<file path="config.mk">
export PLATFORM = sky130hd
export DESIGN_NAME = i_adap_quan_mc
export DESIGN_NICKNAME = d
export VERILOG_FILES = /design/src/rtl/i_adap_quan_pkg.sv /design/src/rtl/i_adap_quan_mc_antilog.sv /design/src/rtl/i_adap_quan_mc.sv
export SDC_FILE = /design/constraint.sdc
export NUM_CORES = 1
export LEC_CHECK = 0
export ABC_AREA = 1
export BUFFER_PORTS_ARGS = -buffer_cell sky130_fd_sc_hd__buf_2
export CAP_MARGIN = 20
export CELL_PAD_IN_SITES_DETAIL_PLACEMENT = 0
export CELL_PAD_IN_SITES_GLOBAL_PLACEMENT = 1
export CORE_MARGIN = 2
export CORE_UTILIZATION = 35
export CTS_BUF_LIST = sky130_fd_sc_hd__clkbuf_16
export DETAILED_ROUTE_END_ITERATION = 10
export GPL_ROUTABILITY_DRIVEN = 0
export PLACE_DENSITY_LB_ADDON = 0.2
export SKIP_CTS_REPAIR_TIMING = 1
export SLEW_MARGIN = 25
export SYNTH_ARGS = -nofsm -noshare
export SYNTH_HDL_FRONTEND = slang
export SYNTH_SLANG_ARGS = --single-unit
export TNS_END_PERCENT = 10
</file>
<file path="constraint.sdc">
create_clock -name i_clk -period 5.32 [get_ports i_clk]
set_input_delay 0.798 -clock i_clk [delete_from_list [all_inputs] [get_ports i_clk]]
set_output_delay 0.798 -clock i_clk [all_outputs]
set_load 0.005 [all_outputs]
</file>
<file path="src/rtl/i_adap_quan_pkg.sv">
// rtl/i_adap_quan_pkg.sv - shared types, widths and G.726 RECONST tables for the inverse adaptive quantizer
// Purpose: rate encodings, bits-per-codeword per rate, the four DQLN tables
//          (indexed by codeword magnitude) and the RECONST helper.
// Ports:   none (package).
package i_adap_quan_pkg;

  localparam int Y_W   = 13;  // G.726 scale factor width
  localparam int I_W   = 5;   // widest codeword (40 kbit/s)
  localparam int DQL_W = 12;  // log-domain values, 2's complement
  localparam int D_W   = 16;  // D[15]=sign, D[14:0]=magnitude
  localparam int MAG_W = 15;

  typedef enum logic [1:0] {
    RATE_40K = 2'd0,
    RATE_32K = 2'd1,
    RATE_24K = 2'd2,
    RATE_16K = 2'd3
  } rate_e;

  typedef struct packed {
    logic             dqs;
    logic [DQL_W-1:0] dqln;
  } reconst_t;

  function automatic logic [2:0] nb_of(input rate_e rate);
    case (rate)
      RATE_40K: nb_of = 3'd5;
      RATE_32K: nb_of = 3'd4;
      RATE_24K: nb_of = 3'd3;
      default:  nb_of = 3'd2;
    endcase
  endfunction

  function automatic logic [DQL_W-1:0] dqln_40k(input logic [3:0] idx);
    case (idx)
      4'd0:  dqln_40k = 12'h800;  // -2048
      4'd1:  dqln_40k = 12'hFBE;  // -66
      4'd2:  dqln_40k = 12'd28;
      4'd3:  dqln_40k = 12'd104;
      4'd4:  dqln_40k = 12'd169;
      4'd5:  dqln_40k = 12'd224;
      4'd6:  dqln_40k = 12'd274;
      4'd7:  dqln_40k = 12'd318;
      4'd8:  dqln_40k = 12'd358;
      4'd9:  dqln_40k = 12'd395;
      4'd10: dqln_40k = 12'd429;
      4'd11: dqln_40k = 12'd459;
      4'd12: dqln_40k = 12'd488;
      4'd13: dqln_40k = 12'd514;
      4'd14: dqln_40k = 12'd539;
      default: dqln_40k = 12'd566;
    endcase
  endfunction

  function automatic logic [DQL_W-1:0] dqln_32k(input logic [2:0] idx);
    case (idx)
      3'd0: dqln_32k = 12'h800;
      3'd1: dqln_32k = 12'd4;
      3'd2: dqln_32k = 12'd135;
      3'd3: dqln_32k = 12'd213;
      3'd4: dqln_32k = 12'd273;
      3'd5: dqln_32k = 12'd323;
      3'd6: dqln_32k = 12'd373;
      default: dqln_32k = 12'd425;
    endcase
  endfunction

  function automatic logic [DQL_W-1:0] dqln_24k(input logic [1:0] idx);
    case (idx)
      2'd0: dqln_24k = 12'h800;
      2'd1: dqln_24k = 12'd135;
      2'd2: dqln_24k = 12'd273;
      default: dqln_24k = 12'd373;
    endcase
  endfunction

  function automatic logic [DQL_W-1:0] dqln_16k(input logic idx);
    dqln_16k = idx ? 12'd365 : 12'd116;
  endfunction

  // Codeword bits above nb-1 never reach the tables, so they cannot affect D.
  function automatic reconst_t reconst(input rate_e rate, input logic [I_W-1:0] i);
    reconst_t r;
    r.dqs = i[nb_of(rate) - 3'd1];
    case (rate)
      RATE_40K: r.dqln = dqln_40k(r.dqs ? ~i[3:0] : i[3:0]);
      RATE_32K: r.dqln = dqln_32k(r.dqs ? ~i[2:0] : i[2:0]);
      RATE_24K: r.dqln = dqln_24k(r.dqs ? ~i[1:0] : i[1:0]);
      default:  r.dqln = dqln_16k(r.dqs ? ~i[0]   : i[0]);
    endcase
    return r;
  endfunction

endpackage

</file>
<file path="src/rtl/i_adap_quan_mc_antilog.sv">
// rtl/i_adap_quan_mc_antilog.sv - combinational ANTILOG: log-domain DQL to linear magnitude
// Purpose: DQMAG = DS ? 0 : ((DQT<<7) >> (14-DEX)), truncated to 15 bits.
// Ports:   i_dql    in  12  log-domain quantized difference (2's complement)
//          o_dqmag  out 15  linear magnitude
module iaq_antilog
  import i_adap_quan_pkg::*;
(
  input  logic [DQL_W-1:0] i_dql,
  output logic [MAG_W-1:0] o_dqmag
);

  logic       w_ds;
  logic [3:0] w_dex;
  logic [7:0] w_dqt;
  logic [15:0] w_shifted;

  assign w_ds  = i_dql[11];
  assign w_dex = i_dql[10:7];
  assign w_dqt = {1'b1, i_dql[6:0]};

  // One extra bit of headroom turns the shift into a pure right shift, so
  // DEX=15 (a left shift by one) needs no special case before truncation.
  assign w_shifted = {w_dqt, 8'b0} >> (4'd15 - w_dex);
  assign o_dqmag   = w_ds ? '0 : w_shifted[MAG_W-1:0];

endmodule

</file>
<file path="src/rtl/i_adap_quan_mc.sv">
// rtl/i_adap_quan_mc.sv - multichannel 3-stage pipelined G.726 inverse adaptive quantizer
// Purpose: RECONST -> ADDA -> ANTILOG with per-channel RATE table and valid/ready on both sides.
// Ports:   i_clk, i_rst_n (async active-low)
//          i_in_valid/o_in_ready, i_in_ch, i_i, i_y                 input sample stream
//          i_cfg_we, i_cfg_ch, i_cfg_rate                           RATE table write
//          o_out_valid/i_out_ready, o_out_ch, o_d, o_out_rate       output sample stream
module i_adap_quan_mc
  import i_adap_quan_pkg::*;
#(
  parameter int NUM_CH = 32,
  parameter int CH_W   = 5
)
(
  input  logic             i_clk,
  input  logic             i_rst_n,
  input  logic             i_in_valid,
  output logic             o_in_ready,
  input  logic [CH_W-1:0]  i_in_ch,
  input  logic [I_W-1:0]   i_i,
  input  logic [Y_W-1:0]   i_y,
  input  logic             i_cfg_we,
  input  logic [CH_W-1:0]  i_cfg_ch,
  input  logic [1:0]       i_cfg_rate,
  output logic             o_out_valid,
  input  logic             i_out_ready,
  output logic [CH_W-1:0]  o_out_ch,
  output logic [D_W-1:0]   o_d,
  output logic [1:0]       o_out_rate
);

  logic [1:0] r_rate_tbl [NUM_CH];

  logic             r_s1_valid, r_s2_valid, r_s3_valid;
  logic             r_s1_dqs, r_s2_dqs;
  logic [DQL_W-1:0] r_s1_dqln, r_s2_dql;
  logic [10:0]      r_s1_yq;
  logic [CH_W-1:0]  r_s1_ch, r_s2_ch, r_s3_ch;
  rate_e            r_s1_rate, r_s2_rate, r_s3_rate;
  logic [D_W-1:0]   r_s3_d;

  logic             w_s1_en, w_s2_en, w_s3_en;
  rate_e            w_rate;
  reconst_t         w_rec;
  logic [MAG_W-1:0] w_dqmag;
  logic             w_unused;

  // Y[1:0] are below the resolution ADDA works at.
  assign w_unused = &{1'b0, i_y[1:0]};

  // A stage may load when it is empty or its contents move on this cycle.
  assign w_s3_en    = ~r_s3_valid | i_out_ready;
  assign w_s2_en    = ~r_s2_valid | w_s3_en;
  assign w_s1_en    = ~r_s1_valid | w_s2_en;
  assign o_in_ready = w_s1_en;

  // Combinational read of the table: a write in the accept cycle lands after
  // this sample has already picked up the old rate.
  assign w_rate = (int'(i_in_ch) < NUM_CH) ? rate_e'(r_rate_tbl[i_in_ch]) : RATE_32K;
  assign w_rec  = reconst(w_rate, i_i);

  always_ff @(posedge i_clk or negedge i_rst_n) begin
    if (!i_rst_n) begin
      for (int k = 0; k < NUM_CH; k++) r_rate_tbl[k] <= RATE_32K;
    end else if (i_cfg_we && (int'(i_cfg_ch) < NUM_CH)) begin
      r_rate_tbl[i_cfg_ch] <= i_cfg_rate;
    end
  end

  // S1 RECONST
  always_ff @(posedge i_clk or negedge i_rst_n) begin
    if (!i_rst_n) begin
      r_s1_valid <= 1'b0;
      r_s1_dqs   <= 1'b0;
      r_s1_dqln  <= '0;
      r_s1_yq    <= '0;
      r_s1_ch    <= '0;
      r_s1_rate  <= RATE_32K;
    end else if (w_s1_en) begin
      r_s1_valid <= i_in_valid;
      if (i_in_valid) begin
        r_s1_dqs  <= w_rec.dqs;
        r_s1_dqln <= w_rec.dqln;
        r_s1_yq   <= i_y[12:2];
        r_s1_ch   <= i_in_ch;
        r_s1_rate <= w_rate;
      end
    end
  end

  // S2 ADDA: 12-bit modulo add, carry discarded
  always_ff @(posedge i_clk or negedge i_rst_n) begin
    if (!i_rst_n) begin
      r_s2_valid <= 1'b0;
      r_s2_dqs   <= 1'b0;
      r_s2_dql   <= '0;
      r_s2_ch    <= '0;
      r_s2_rate  <= RATE_32K;
    end else if (w_s2_en) begin
      r_s2_valid <= r_s1_valid;
      if (r_s1_valid) begin
        r_s2_dqs  <= r_s1_dqs;
        r_s2_dql  <= r_s1_dqln + {1'b0, r_s1_yq};
        r_s2_ch   <= r_s1_ch;
        r_s2_rate <= r_s1_rate;
      end
    end
  end

  iaq_antilog u_antilog (
    .i_dql   (r_s2_dql),
    .o_dqmag (w_dqmag)
  );

  // S3 ANTILOG result; held while the consumer stalls
  always_ff @(posedge i_clk or negedge i_rst_n) begin
    if (!i_rst_n) begin
      r_s3_valid <= 1'b0;
      r_s3_d     <= '0;
      r_s3_ch    <= '0;
      r_s3_rate  <= RATE_40K;
    end else if (w_s3_en) begin
      r_s3_valid <= r_s2_valid;
      if (r_s2_valid) begin
        r_s3_d    <= {r_s2_dqs, w_dqmag};
        r_s3_ch   <= r_s2_ch;
        r_s3_rate <= r_s2_rate;
      end
    end
  end

  assign o_out_valid = r_s3_valid;
  assign o_d         = r_s3_d;
  assign o_out_ch    = r_s3_ch;
  assign o_out_rate  = r_s3_rate;

endmodule
</file>
; Word-level counts from Yosys, hierarchy flattened
; Memories as Yosys holds them, arrays and structs flattened.
; Index checks and enable logic that the tools add are counted.
[classes]
addsub = 3
n_lt_le_gt_ge = 4
n_eq_ne = 10
shift = 1
mux = 18
bitwise = 12
reduce_logical = 7
[ops]
columns = operator, n
row1 = 12-bit case mux with 7 select lines, 1
row2 = 12-bit case mux with 3 select lines, 2
row3 = 64-bit bitwise mux, 1
row4 = 16-bit by 4-bit >> shifter with 15-bit output, 1
row5 = 15-bit 2-to-1 mux, 1
row6 = 12-bit by 11-bit adder with 12-bit output, 1
row7 = "6-bit greater-or-equal comparator, second input constant", 2
row8 = 5-bit inverter with 6-bit output, 2
row9 = 2-bit binary-select mux with 5-bit select, 1
row10 = 2-bit demux with 5-bit select, 1
row11 = "3-bit equality test, second input constant", 3
row12 = 9-bit 2-to-1 mux, 1
row13 = 3-bit case mux with 3 select lines, 1
row14 = 2-bit 2-to-1 mux, 4
row15 = "3-bit by 2-bit equality test with 1-bit output, second input constant", 2
row16 = "6-bit by 1-bit < comparator with 1-bit output, second input constant", 1
row17 = 2-bit AND reduction, 3
row18 = "2-bit by 1-bit equality test with 1-bit output, second input constant", 2
row19 = "2-bit equality test, second input constant", 2
row20 = 2-bit logical NOT, 2
row21 = "3-bit by 4-bit < comparator with 1-bit output, second input constant", 1
row22 = 4-bit 2-to-1 mux, 1
row23 = 1-bit inverter, 4
row24 = 4-bit inverter, 1
row25 = 11 further kinds, 14
[word_totals]
regBits = 141
rom_bits = 192
inputBits = 35
output_inout_bits = 25
n_memories = 1
[memory_table]
columns = memory, words, width, rd, rd_ports_with_merged_regs, wr, line
row1 = (name not given), 16, 12, 1, 0, 0, i_adap_quan_pkg.sv:35  ; case (idx)

; Logic depth before layout (Yosys ltp)
; Gate-level depths: netlist of run 1.
[logic_depth]
ltp_word = 13
mapped_depth = 27
depth_no_buf = 26

; Modules after synthesis
; A second synthesis of run 1 with hierarchy kept.
[unflattened]
cells_unflattened = 956
area_unflattened_um2 = 7629.8
[modules_own_cells]
columns = module, instances, cells_per_inst, area_each_um2
row1 = i_adap_quan_mc, 1, 851, 7118.1
row2 = iaq_antilog, 1, 105, 511.7

; Least setup slack after synthesis of run 1
; No wires, ideal clock.
[synth_path]
path_type = input -> register
start = input port i_in_ch[1]
end = register r_s1_dqln[4]
arrival_ns = 3.673
required_time_ns = 5.200
setup_slack_ns = 1.527
path_stages = 24
n_path_buf = 2
cell_sequence = inv_1 -> clkbuf_1 -> o21ai_0 -> o21ai_0 -> nor2_1 -> o211ai_1 -> nand2_1 -> ha_1 -> buf_6 -> nor2_2 -> nand2_2 -> nand2_1 -> nand2_1 -> nand3_2 -> nand3_1 -> nand2_1 -> inv_1 -> ha_1 -> o21ai_0 -> o21ai_1 -> nand2_1 -> nand3_1 -> o21ai_1 -> nand2_1
[synth_between]
elab_chain_cells = 13
word_cells_on_any_way = 30
classes_between = add/sub: 1 / eq/ne: 10 / mux: 14 / bitwise: 1 / reduce/logical: 3 / memory: 1
[synth_lines]
columns = element, line
row1 = "start, declared", i_adap_quan_mc.sv:18  ; input logic [CH_W-1:0] i_in_ch,
row2 = 5-bit inverter with 6-bit output (not written as such) (*), i_adap_quan_mc.sv:58  ; assign w_rate = (int'(i_in_ch) < NUM_CH) ? rate_e'(r_rate_tbl[i_in_ch]) : RATE_32K;
row3 = 2-bit binary-select mux with 5-bit select (*), i_adap_quan_mc.sv:58
row4 = 2-bit 2-to-1 mux (not written as such) (*) (2 in a row), i_adap_quan_mc.sv:58
row5 = branches (longest 8 deep; another with memory 16 x 12 bit), n/a
row6 = 12-bit case mux with 3 select lines (*), i_adap_quan_pkg.sv:85  ; case (rate)
row7 = "end signal, assigned", i_adap_quan_mc.sv:82  ; r_s1_dqln <= w_rec.dqln;
row8 = "end, declared", i_adap_quan_mc.sv:35  ; logic [DQL_W-1:0] r_s1_dqln, r_s2_dql;
; Every way passes the cells marked *. The select of a mux whose other input is x is not followed.
; A chain may end at the register's enable or synchronous reset.

; Worst setup path in the final report of run 1
[layout_path]
start = input port i_in_ch[1]
end = register r_s1_dqln[3]
[layout_between]
elab_chain_cells = 13
word_cells_on_any_way = 25
classes_between = add/sub: 1 / eq/ne: 8 / mux: 12 / bitwise: 1 / reduce/logical: 2 / memory: 1
[layout_lines]
columns = element, line
row1 = 5-bit inverter with 6-bit output (not written as such) (*), i_adap_quan_mc.sv:58
row2 = 2-bit binary-select mux with 5-bit select (*), i_adap_quan_mc.sv:58
row3 = 2-bit 2-to-1 mux (not written as such) (*) (2 in a row), i_adap_quan_mc.sv:58
row4 = branches (longest 8 deep; another with memory 16 x 12 bit), n/a
row5 = 12-bit case mux with 3 select lines (*), i_adap_quan_pkg.sv:85
; Marked as above.

==> run_results.csv, run 1 <==
group,metric,value,unit
clock_tree,clock_sinks,141,
die,die_h,150.1,um
drt,detail-route-antenna-nets,0,
critical_path,worst-path-max-fanout,15,
worst_hold_path,min_path_type,"in -> async",
drt,drcViolationCount,0,
power_and_ir_drop,p_leak,4.068,nW
global_route,grt_max_degree,59,
placed_design,portBuffers,57,
clock_tree,insertion_delay,0.42,ns
synth,yosysSeqAreaShare,47.81,%
critical_path,crit_buf_inv,5,
synth,netlist.area_leader.share,35.85,%
critical_path,critPathLaunchType,"input port",
power_and_ir_drop,peakVddDrop,0.2121,mV
synth,synth_nets,1011,
synth,synth_cell_type_count,41,
drt,first_pass_iters,5,
sta,fin_setup_tns,0,ns
synth,synth_seq_cells,141,
synth,synth_edf_count,0,
critical_path,r2r-end,"r_s1_dqln[3]",
clock_tree,cts.clk_slew.worst_paths,0.07,ns
synth,avgSynthCellArea,7.830,um2
critical_path,required,5.67,ns
die,initial_core_util,35.65,%
sta,clock-skew-final,0.009786,ns
die,die_x,150.1,um
synth,synth_area,7470,um2
sta,finalHoldViolCount,0,
critical_path,path_common_cell,"nand2_1",
sta,slew_viol_final,0,
layout,finalNetCount,1073,
run,maxCapViolCount,0,
synth,netlist_instances,954,
global_route,grt_pass1_vias,6221,
drt,first_iter_violations,415,
synth,ys_async_sr_fraction,100.0,%
synth,synth_top_cell_by_area,"dfrtp_1",
die,core_area,20960,um2
global_route,antenna_found_initial,0,
critical_path,end_kind,"flip-flop",
die,row_count,53,
layout,drive_gt1_share,15.95,%
placed_design,dp_cells,1272,
critical_path,cp_slowest_cell,"ha_1",
synth,yosys_warnings,0,
critical_path,r2r-start,"r_rate_tbl[42]",
drt,via_per_inst,4.942,
clock_tree,clock_path_buffers,2,
layout,final_cells,1303,
synth,ys.flop_type,"dfrtp_1",
critical_path,critPathTopFamily,"simple AND/OR/NAND/NOR gates",
critical_path,crit_chain,"buf_2 -> inv_1 -> buf_4 -> o21ai_0 -> o211ai_1 -> nand3_1 -> o211ai_1 -> nand2_1 -> ha_1 -> nor2_2 -> nand2_2 -> nand2_1 -> nand2_1 -> nand3_2 -> nand3_1 -> nand2_1 -> inv_1 -> ha_1 -> o21ai_0 -> buf_4 -> nand4_1 -> nand2_1 -> nand2_1 -> a21oi_1",
sta,period_needed,4.391,ns
placed_design,hpwl,13600,um
die,pin_count,60,
drt,wl_per_cell,14.80,um
sta,period_share,82.53,%
drt,wirelength,19280,um
sta,max_freq,227.8,MHz
global_route,grt-ovfl-total,0,
clock_tree,cts_tree,"built",
critical_path,rrSetupSlack,1.39,ns
layout,area_growth_syn_to_layout,15.95,%
global_route,track_usage,18.24,%
sta,setup_viol,0,
sta,rsz0062_at_grt,"no",
global_route,grt_pass1_wl,32460,um
drt,via_count,6440,
layout,antenna_cells,0,
power_and_ir_drop,power.density,455.0,nW/um2
sta,relSlewSlack,37.68,%
sta,worstMarginPinSlew,0.9291,ns
synth,ys_top_cells_by_area,"dfrtp_1 (36%), nand2_1 (13%), dfstp_2 (12%)",
clock_tree,root_buffer,"clkbuf_16",
critical_path,crit_type,"in -> reg",
clock_tree,cts.htree.levels,4,
critical_path,ff2ff_path_depth,23,
critical_path,cp.arrival,4.74,ns
die,die-area,22530,um2
clock_tree,numCtsBuffers,17,
status,run_status,"finished, final reports clean",
critical_path,max_stage_delay,0.32,ns
per-layer routing:
| metal | routed length [um] | share of wire, % | vias to the layer above | GRT usage, % |
|---|---|---|---|---|
| met5 | 0 | 0 | - | 0 |
| met4 | 189 | 0.98 | 0 | 4.151 |
| met3 | 679 | 3.5 | 14 | 3.879 |
| met2 | 8888 | 46 | 101 | 29.20 |
| met1 | 9527 | 49 | 3022 | 25.41 |
| li1 | - | - | 3303 | - |
power by group:
part / internal, mW / switching (mW)
Clock: 0.648 / 0.493
Combinational: 0.447 / 0.776
Sequential: 1.39 / 0.183
Yosys cell counts, types with 2 or more instances:
cell / instances
a21oi_2: 2
o21ai_0: 163
buf_6: 4
o2111ai_1: 2
nand2_1: 267
o21ai_1: 7
nor4_1: 3
clkinv_1: 4
a32oi_1: 2
nand3_2: 6
nor2_2: 4
nand3_1: 40
nand4_1: 5
a21oi_1: 35
nor2_1: 73
mux2i_1: 2
o22ai_1: 4
inv_1: 82
o221ai_1: 7
a31oi_1: 5
dfstp_2: 34
o21ai_2: 2
nand2_2: 8
clkbuf_1: 26
ha_1: 21
or2_2: 2
nor3_1: 14
xor2_1: 3
a22o_1: 2
o211ai_1: 8
dfrtp_1: 107
metrics by stage:
stage	util (%)	hold WS, ns	total power, mW	setup slack [ns]	cell area [um2]
2_1_floorplan	-	0.4477	2.430	1.527	7470
3_3_place_gp	38.65	0.4627	2.819	0.5137	8099
3_5_place_dp	38.65	0.4649	2.827	0.5042	8099
4_1_cts	41.32	0.2520	3.992	0.9521	8658
5_1_grt	41.33	0.2646	4.264	0.4840	8661
6_report	41.33	0.2585	3.941	0.9293	8661
placed cells by master, fill, tap and decap left out, types with 5 or more instances in the layout:
cell	synthesis	routed
dfrtp_1	107	107
buf_4	0	16
o21ai_0	163	163
nand3_1	40	40
nand3_2	6	6
clkbuf_16	0	17
a21oi_1	35	35
buf_2	0	56
nand2_2	8	9
nor2_1	73	73
o221ai_1	7	7
nand2_1	267	266
inv_1	82	82
o21ai_1	7	7
o211ai_1	8	8
nor3_1	14	14
ha_1	21	21
clkinv_1	4	5
dfstp_2	34	34
a31oi_1	5	5
nand4_1	5	5
worst max path at each step:
stage | startpoint | to | slack [ns] | depth (start not counted)
2_1_floorplan | i_in_ch[1] | r_s1_dqln[4] | 1.53 | 24
3_3_place_gp | i_in_ch[1] | r_s1_dqln[3] | 0.51 | 24
3_5_place_dp | i_in_ch[1] | r_s1_dqln[3] | 0.50 | 24
4_1_cts | i_in_ch[1] | r_s1_dqln[3] | 0.95 | 24
5_1_grt | i_in_ch[1] | r_s1_dqln[3] | 0.48 | 24
6_report | i_in_ch[1] | r_s1_dqln[3] | 0.93 | 24
kinds of logic after synthesis:
| kind of cell | Yosys count | share of synthesized area [%] |
|---|---|---|
| AO/OA/AOI/OAI | 244 | 17.86 |
| XOR/XNOR | 4 | 0.4691 |
| adder cells (fa/ha/maj) | 22 | 3.786 |
| buffers and inverters | 118 | 6.365 |
| flip-flops | 141 | 47.81 |
| multiplexers | 2 | 0.2680 |
| AND/OR/NAND/NOR | 423 | 23.45 |
final cells by class:
type / count / area, um2
well taps: 275 / 344.1
fillers: 2234 / 12290
flip-flops and latches: 141 / 3571
inverters: 87 / 329.1
clock inverters: 14 / 133.9
repair buffers: 74 / 431.7
clock buffers: 17 / 425.4
multi-input cells: 695 / 3426
state kept, by name, summed over array words and instances (netlist names), 2 cells and up:
name and flops:
o_d 16, o_out_ch 5, o_out_rate 2, r_rate_tbl 64, r_s1_ch 5, r_s1_dqln 12
r_s1_rate 2, r_s1_yq 11, r_s2_ch 5, r_s2_dql 12, r_s2_rate 2
(Power assumes the default switching activity.)
==> run 2, diff against run 1 <==
Clock period 5.32 ns to 4.2 ns, I/O delays scaled along.
==> run 2 against run 1 <==
Effect of this change: wire length grew 1.8%; first-iteration DRC count up 1.2%; via count increased by 0.56%; total power is 30% higher; utilization up 1.1 points; non-clock buffer count rose by 23; sequential share of layout area is 1.1 points lower; final cell count is 1.8% higher; sequential cell count did not move; final area rose by 2.6%; register-to-register slack worse by 0.78 ns; clock-buffer cell count did not move; largest cell class unchanged; highest routed layer unchanged.
==> run_results.csv, run 2 (synthesized netlist as in run 1, its figures left out) <==
group,metric,value,unit
status,run_status,"finished, final reports clean",
sta,relSlewSlack,38.44,%
drt,first_pass_iters,5,
drt,via_per_inst,4.880,
drt,first_iter_violations,420,
power_and_ir_drop,peakVddDrop,0.2564,mV
critical_path,critPathLaunchType,"input port",
worst_hold_path,min_path_type,"in -> async",
drt,drcViolationCount,0,
global_route,grt_pass1_vias,6286,
layout,largest_reg_flops,64,
drt,wl_per_cell,14.80,um
critical_path,r2r-end,"r_s1_dqln[7]",
clock_tree,insertion_delay,0.42,ns
sta,period_share,88.61,%
clock_tree,clock_path_buffers,2,
critical_path,r2r-start,"r_rate_tbl[42]",
sta,worstMarginPinSlew,0.9177,ns
sta,max_freq,268.7,MHz
sta,slew_viol_final,0,
clock_tree,numCtsBuffers,17,
critical_path,required,4.51,ns
placed_design,portBuffers,57,
layout,ff_latch_area,3571,um2
drt,detail-route-antenna-nets,0,
drt,via_count,6476,
critical_path,cp_slowest_cell,"ha_1",
critical_path,end_kind,"flip-flop",
sta,finalHoldViolCount,0,
die,die_x,150.1,um
critical_path,crit_type,"in -> reg",
power_and_ir_drop,power.density,575.1,nW/um2
sta,fin_ws,0.4785,ns
power_and_ir_drop,p_leak,4.205,nW
sta,period_needed,3.721,ns
layout,area_growth_syn_to_layout,18.98,%
critical_path,rrSetupSlack,0.61,ns
layout,drive_gt1_share,17.97,%
clock_tree,clock_sinks,141,
layout,antenna_cells,0,
layout,multiInputGateArea,3428,um2
layout,mostFrequentLayoutCell,"nand2_1",
die,die-area,22530,um2
layout,final_cell_mix,"nand2_1 (267), o21ai_0 (163), dfrtp_1 (107)",
placed_design,hpwl,14140,um
layout,fillers,2230,
global_route,grt_pass1_wl,32750,um
run,maxCapViolCount,0,
die,pin_count,60,
critical_path,cp.arrival,4.03,ns
global_route,grt_max_degree,104,
die,die_h,150.1,um
critical_path,max_stage_delay,0.31,ns
global_route,grt-ovfl-total,0,
clock_tree,cts.clk_slew.worst_paths,0.07,ns
global_route,track_usage,18.42,%
critical_path,startpoint,"i_in_ch[0]",
global_route,antenna_found_initial,0,
critical_path,critPathCapture,"r_s1_dqln[7]",
critical_path,worst-path-max-fanout,25,
die,core_area,20960,um2
critical_path,ff2ff_path_depth,24,
layout,finalNetCount,1096,
sta,setup_viol,0,
critical_path,path_common_cell,"nand2_1",
sta,clock-skew-final,0.01326,ns
drt,wirelength,19640,um
clock_tree,cts.htree.levels,4,
clock_tree,root_buffer,"clkbuf_16",
die,initial_core_util,35.65,%
power_and_ir_drop,power.total,5.111,mW
clock_tree,cts_tree,"built",
sta,fin_setup_tns,0,ns
layout,regMostFlops,"r_rate_tbl",
sta,rsz0062_at_grt,"no",
placed_design,dp_worst_setup_slack,0.03480,ns
die,row_count,53,
-- run 2: layout make-up --
cell class	count	share of cell area [%]
sequential	141	40.18
multi-input combinational	695	38.58
timing repair buffer	97	7.110
clock buffer	17	4.787
tap	275	3.872
inverter	87	3.703
clock inverter	15	1.774
-- run 2: per-layer routing --
metal	up-vias	GRT usage [%]	share of wire, %
met4	0	4.528	1.1
met1	2994	26.43	51
met2	113	28.70	44
met5	-	0	0
met3	14	3.515	3.2
li1	3355	-	-
-- run 2: worst min-delay path by stage --
stage	startpoint	depth (start not counted)	to	slack [ns]
after floorplan	i_rst_n	0	o_d[0]	0.33
after CTS	i_rst_n	1	o_out_valid	0.36
after global placement	r_rate_tbl[25]	2	r_rate_tbl[25]	0.46
after detailed placement	r_s1_ch[4]	2	r_s1_ch[4]	0.47
after global routing	i_rst_n	1	o_out_valid	0.34
final	i_rst_n	1	o_out_valid	0.28
-- run 2: where the power goes --
| part | internal, mW | leakage [nW] | switching (mW) | total [mW] |
|---|---|---|---|---|
| Clock | 0.838 | 0.283 | 0.660 | 1.50 |
| Combinational | 0.621 | 2.22 | 0.998 | 1.62 |
| Sequential | 1.77 | 1.70 | 0.230 | 1.99 |
| Total | 3.22 | 4.21 | 1.89 | 5.11 |
-- run 2: stage by stage --
| stage | std cells | hold slack, ns | util, % | area, um2 |
|---|---|---|---|---|
| after floorplan | 954 | 0.3344 | - | 7470 |
| after global placement | 1295 | 0.4610 | 39.62 | 8302 |
| after detailed placement | 1295 | 0.4659 | 39.62 | 8302 |
| after CTS | 1327 | 0.3616 | 42.40 | 8885 |
| after global routing | 1327 | 0.3397 | 42.41 | 8887 |
| final | 1327 | 0.2824 | 42.41 | 8887 |
-- run 2: worst max-delay path: cells and delay by family --
kind | cells | cell delay, ns
buffers and inverters | 5 | 0.70
adders and majority gates | 2 | 0.52
and+or+nand+nor | 15 | 1.59
AOI/OAI and AO/OA | 3 | 0.58
==> run 3, diff against run 2 <==
Settings changed: CORE_MARGIN 2 to unset, RECOVER_POWER set to 100.
==> run 3 against run 2 <==
Effect of this change: the flow now finishes with violations (max-capacitance violations, max-slew violations); final area is 0.83% lower; total power is 1.0% lower; clock power hardly changed; final cell count is 0.15% lower; fmax is 0.79% lower; critical path depth is 1 higher; wire length is 1.6% lower; clock skew is 0.0012 ns higher; critical endpoint unchanged.
==> run_results.csv, run 3 (synthesized netlist as in run 1, its figures left out) <==
group,metric,value,unit
drt,via_per_inst,4.931,
status,run_status,"finished, violations left",
global_route,grt-ovfl-total,0,
power_and_ir_drop,power_frac_seq,39.5,%
drt,detail-route-antenna-nets,0,
sta,max_freq,266.6,MHz
clock_tree,numCtsBuffers,17,
layout,fillers,2229,
critical_path,required,4.55,ns
die,core_area,20960,um2
sta,setup_viol,0,
placed_design,portBuffers,57,
power_and_ir_drop,p_switching,1.818,mW
critical_path,crit_type,"in -> reg",
clock_tree,insertion_delay,0.42,ns
drt,wl_per_cell,14.58,um
global_route,grt_pass1_vias,6434,
drt,wirelength,19320,um
layout,antenna_cells,0,
sta,clock-skew-final,0.01451,ns
clock_tree,clock_sinks,141,
power_and_ir_drop,p_leak,4.134,nW
sta,whs,0.4029,ns
drt,first_pass_iters,5,
sta,finalHoldViolCount,0,
layout,multiInputGateArea,3431,um2
global_route,grt_max_degree,90,
die,pin_count,60,
critical_path,max_stage_delay,0.28,ns
sta,period_share,89.31,%
power_and_ir_drop,intPower,3.241,mW
global_route,grt_pass1_wl,32570,um
critical_path,crit_buf_inv,6,
critical_path,critPathLaunchType,"input port",
critical_path,cp_slowest_cell,"inv_1",
layout,drive_gt1_share,16.00,%
layout,finalNetCount,1094,
critical_path,cp.arrival,4.11,ns
sta,rsz0062_at_grt,"no",
drt,drcViolationCount,0,
critical_path,path_common_cell,"nand2_1",
clock_tree,clock_path_buffers,2,
die,die-area,21930,um2
die,die_x,148.1,um
power_and_ir_drop,power_frac_comb,31.5,%
placed_design,hpwl,13910,um
layout,mostFrequentLayoutCell,"nand2_1",
sta,worstMarginPinSlew,2.261,ns
layout,design_area,8813,um2
layout,area_growth_syn_to_layout,17.99,%
critical_path,end_kind,"flip-flop",
critical_path,worst-path-max-fanout,12,
power_and_ir_drop,swShare,35.93,%
sta,relSlewSlack,-50.75,%
layout,largest_reg_flops,64,
global_route,antenna_found_initial,0,
layout,final_cell_mix,"nand2_1 (268), o21ai_0 (163), dfrtp_1 (107)",
sta,slew_viol_final,90,
die,die_h,148.1,um
clock_tree,cts.htree.levels,4,
placed_design,place_area,8292,um2
sta,period_needed,3.751,ns
layout,regMostFlops,"r_rate_tbl",
status,violations,"max-capacitance violations, max-slew violations",
global_route,track_usage,18.89,%
clock_tree,cts.clk_slew.worst_paths,0.06,ns
die,row_count,53,
power_and_ir_drop,power.total,5.058,mW
clock_tree,cts_tree,"built",
power_and_ir_drop,clockPowerShare,29.0,%
run,maxCapViolCount,1,
layout,ff_latch_area,3571,um2
drt,via_count,6533,
clock_tree,root_buffer,"clkbuf_16",
power_and_ir_drop,power.density,573.9,nW/um2
worst_hold_path,min_path_type,"in -> reg",
drt,first_iter_violations,396,
power_and_ir_drop,peakVddDrop,0.2797,mV
critical_path,critPathTopFamily,"simple AND/OR/NAND/NOR gates",
die,initial_core_util,35.65,%
[run 3: cell count changes in the layout (fill, tap and decap cells not counted), moves of 2 or more]
| cell | change |
|---|---|
| clkbuf_1 | +16 |
| buf_2 | -13 |
| buf_4 | -8 |
| clkbuf_4 | +3 |
| inv_1 | +3 |
| inv_8 | -3 |
| clkbuf_2 | +2 |
[run 3: final timing paths]
path / startpoint / endpoint / slack, ns / cells past startpoint
max: i_in_ch[1] / r_s1_dqln[7] / 0.45 / 26
min: i_y[5] / r_s1_yq[3] / 0.40 / 3
max reg2reg: r_rate_tbl[42] / r_s1_dqln[7] / 0.59 / 22
min reg2reg: r_s1_ch[3] / r_s2_ch[3] / 0.48 / 2
max in group asynchronous: i_rst_n / r_s1_ch[0] / 1.11 / 2
min in group asynchronous: i_rst_n / r_s2_dql[8] / 0.85 / 1
[run 3: cell type report]
type / instances / area share, %
clock inverter: 15 / 1.675
sequential: 141 / 40.52
inverter: 87 / 3.734
tap: 275 / 3.904
timing repair buffer: 95 / 6.417
multi-input combinational: 695 / 38.93
clock buffer: 17 / 4.827
[run 3: power groups by stage]
| stage | clock, mW | sequential, mW | combinational (mW) |
|---|---|---|---|
| final | 1.47 | 2.00 | 1.59 |
| after global routing | 1.56 | 2.06 | 1.86 |
| after CTS | 1.51 | 2.00 | 1.64 |
| after detailed placement | 0 | 2.02 | 1.63 |
| after global placement | 0 | 2.01 | 1.62 |
| after floorplan | 0 | 1.94 | 1.14 |
[run 3: per-layer routing]
metal  part of all wire (%)  GRT usage [%]  up-vias
li1                       -              -     3342
met1                     50          26.17     3057
met2                     45          29.81      113
met3                    3.3          2.945       21
met4                    1.4          6.856        0
met5                      0              0        -
[run 3: stage by stage]
stage                     util [%]   TNS, ns  cells  setup WS, ns
after floorplan                  -         0    954        0.5746
after global placement       39.57         0   1293       0.03959
after detailed placement     39.57  -0.02684   1293      -0.02684
after CTS                    42.30         0   1325        0.4221
after global routing         42.06         0   1325       0.05166
final                        42.06         0   1325        0.4490
[run 3: worst min-delay path, cell delays in order]
cell     delay, ns
buf_2         0.07
nand2_1       0.04
nand2_1       0.04
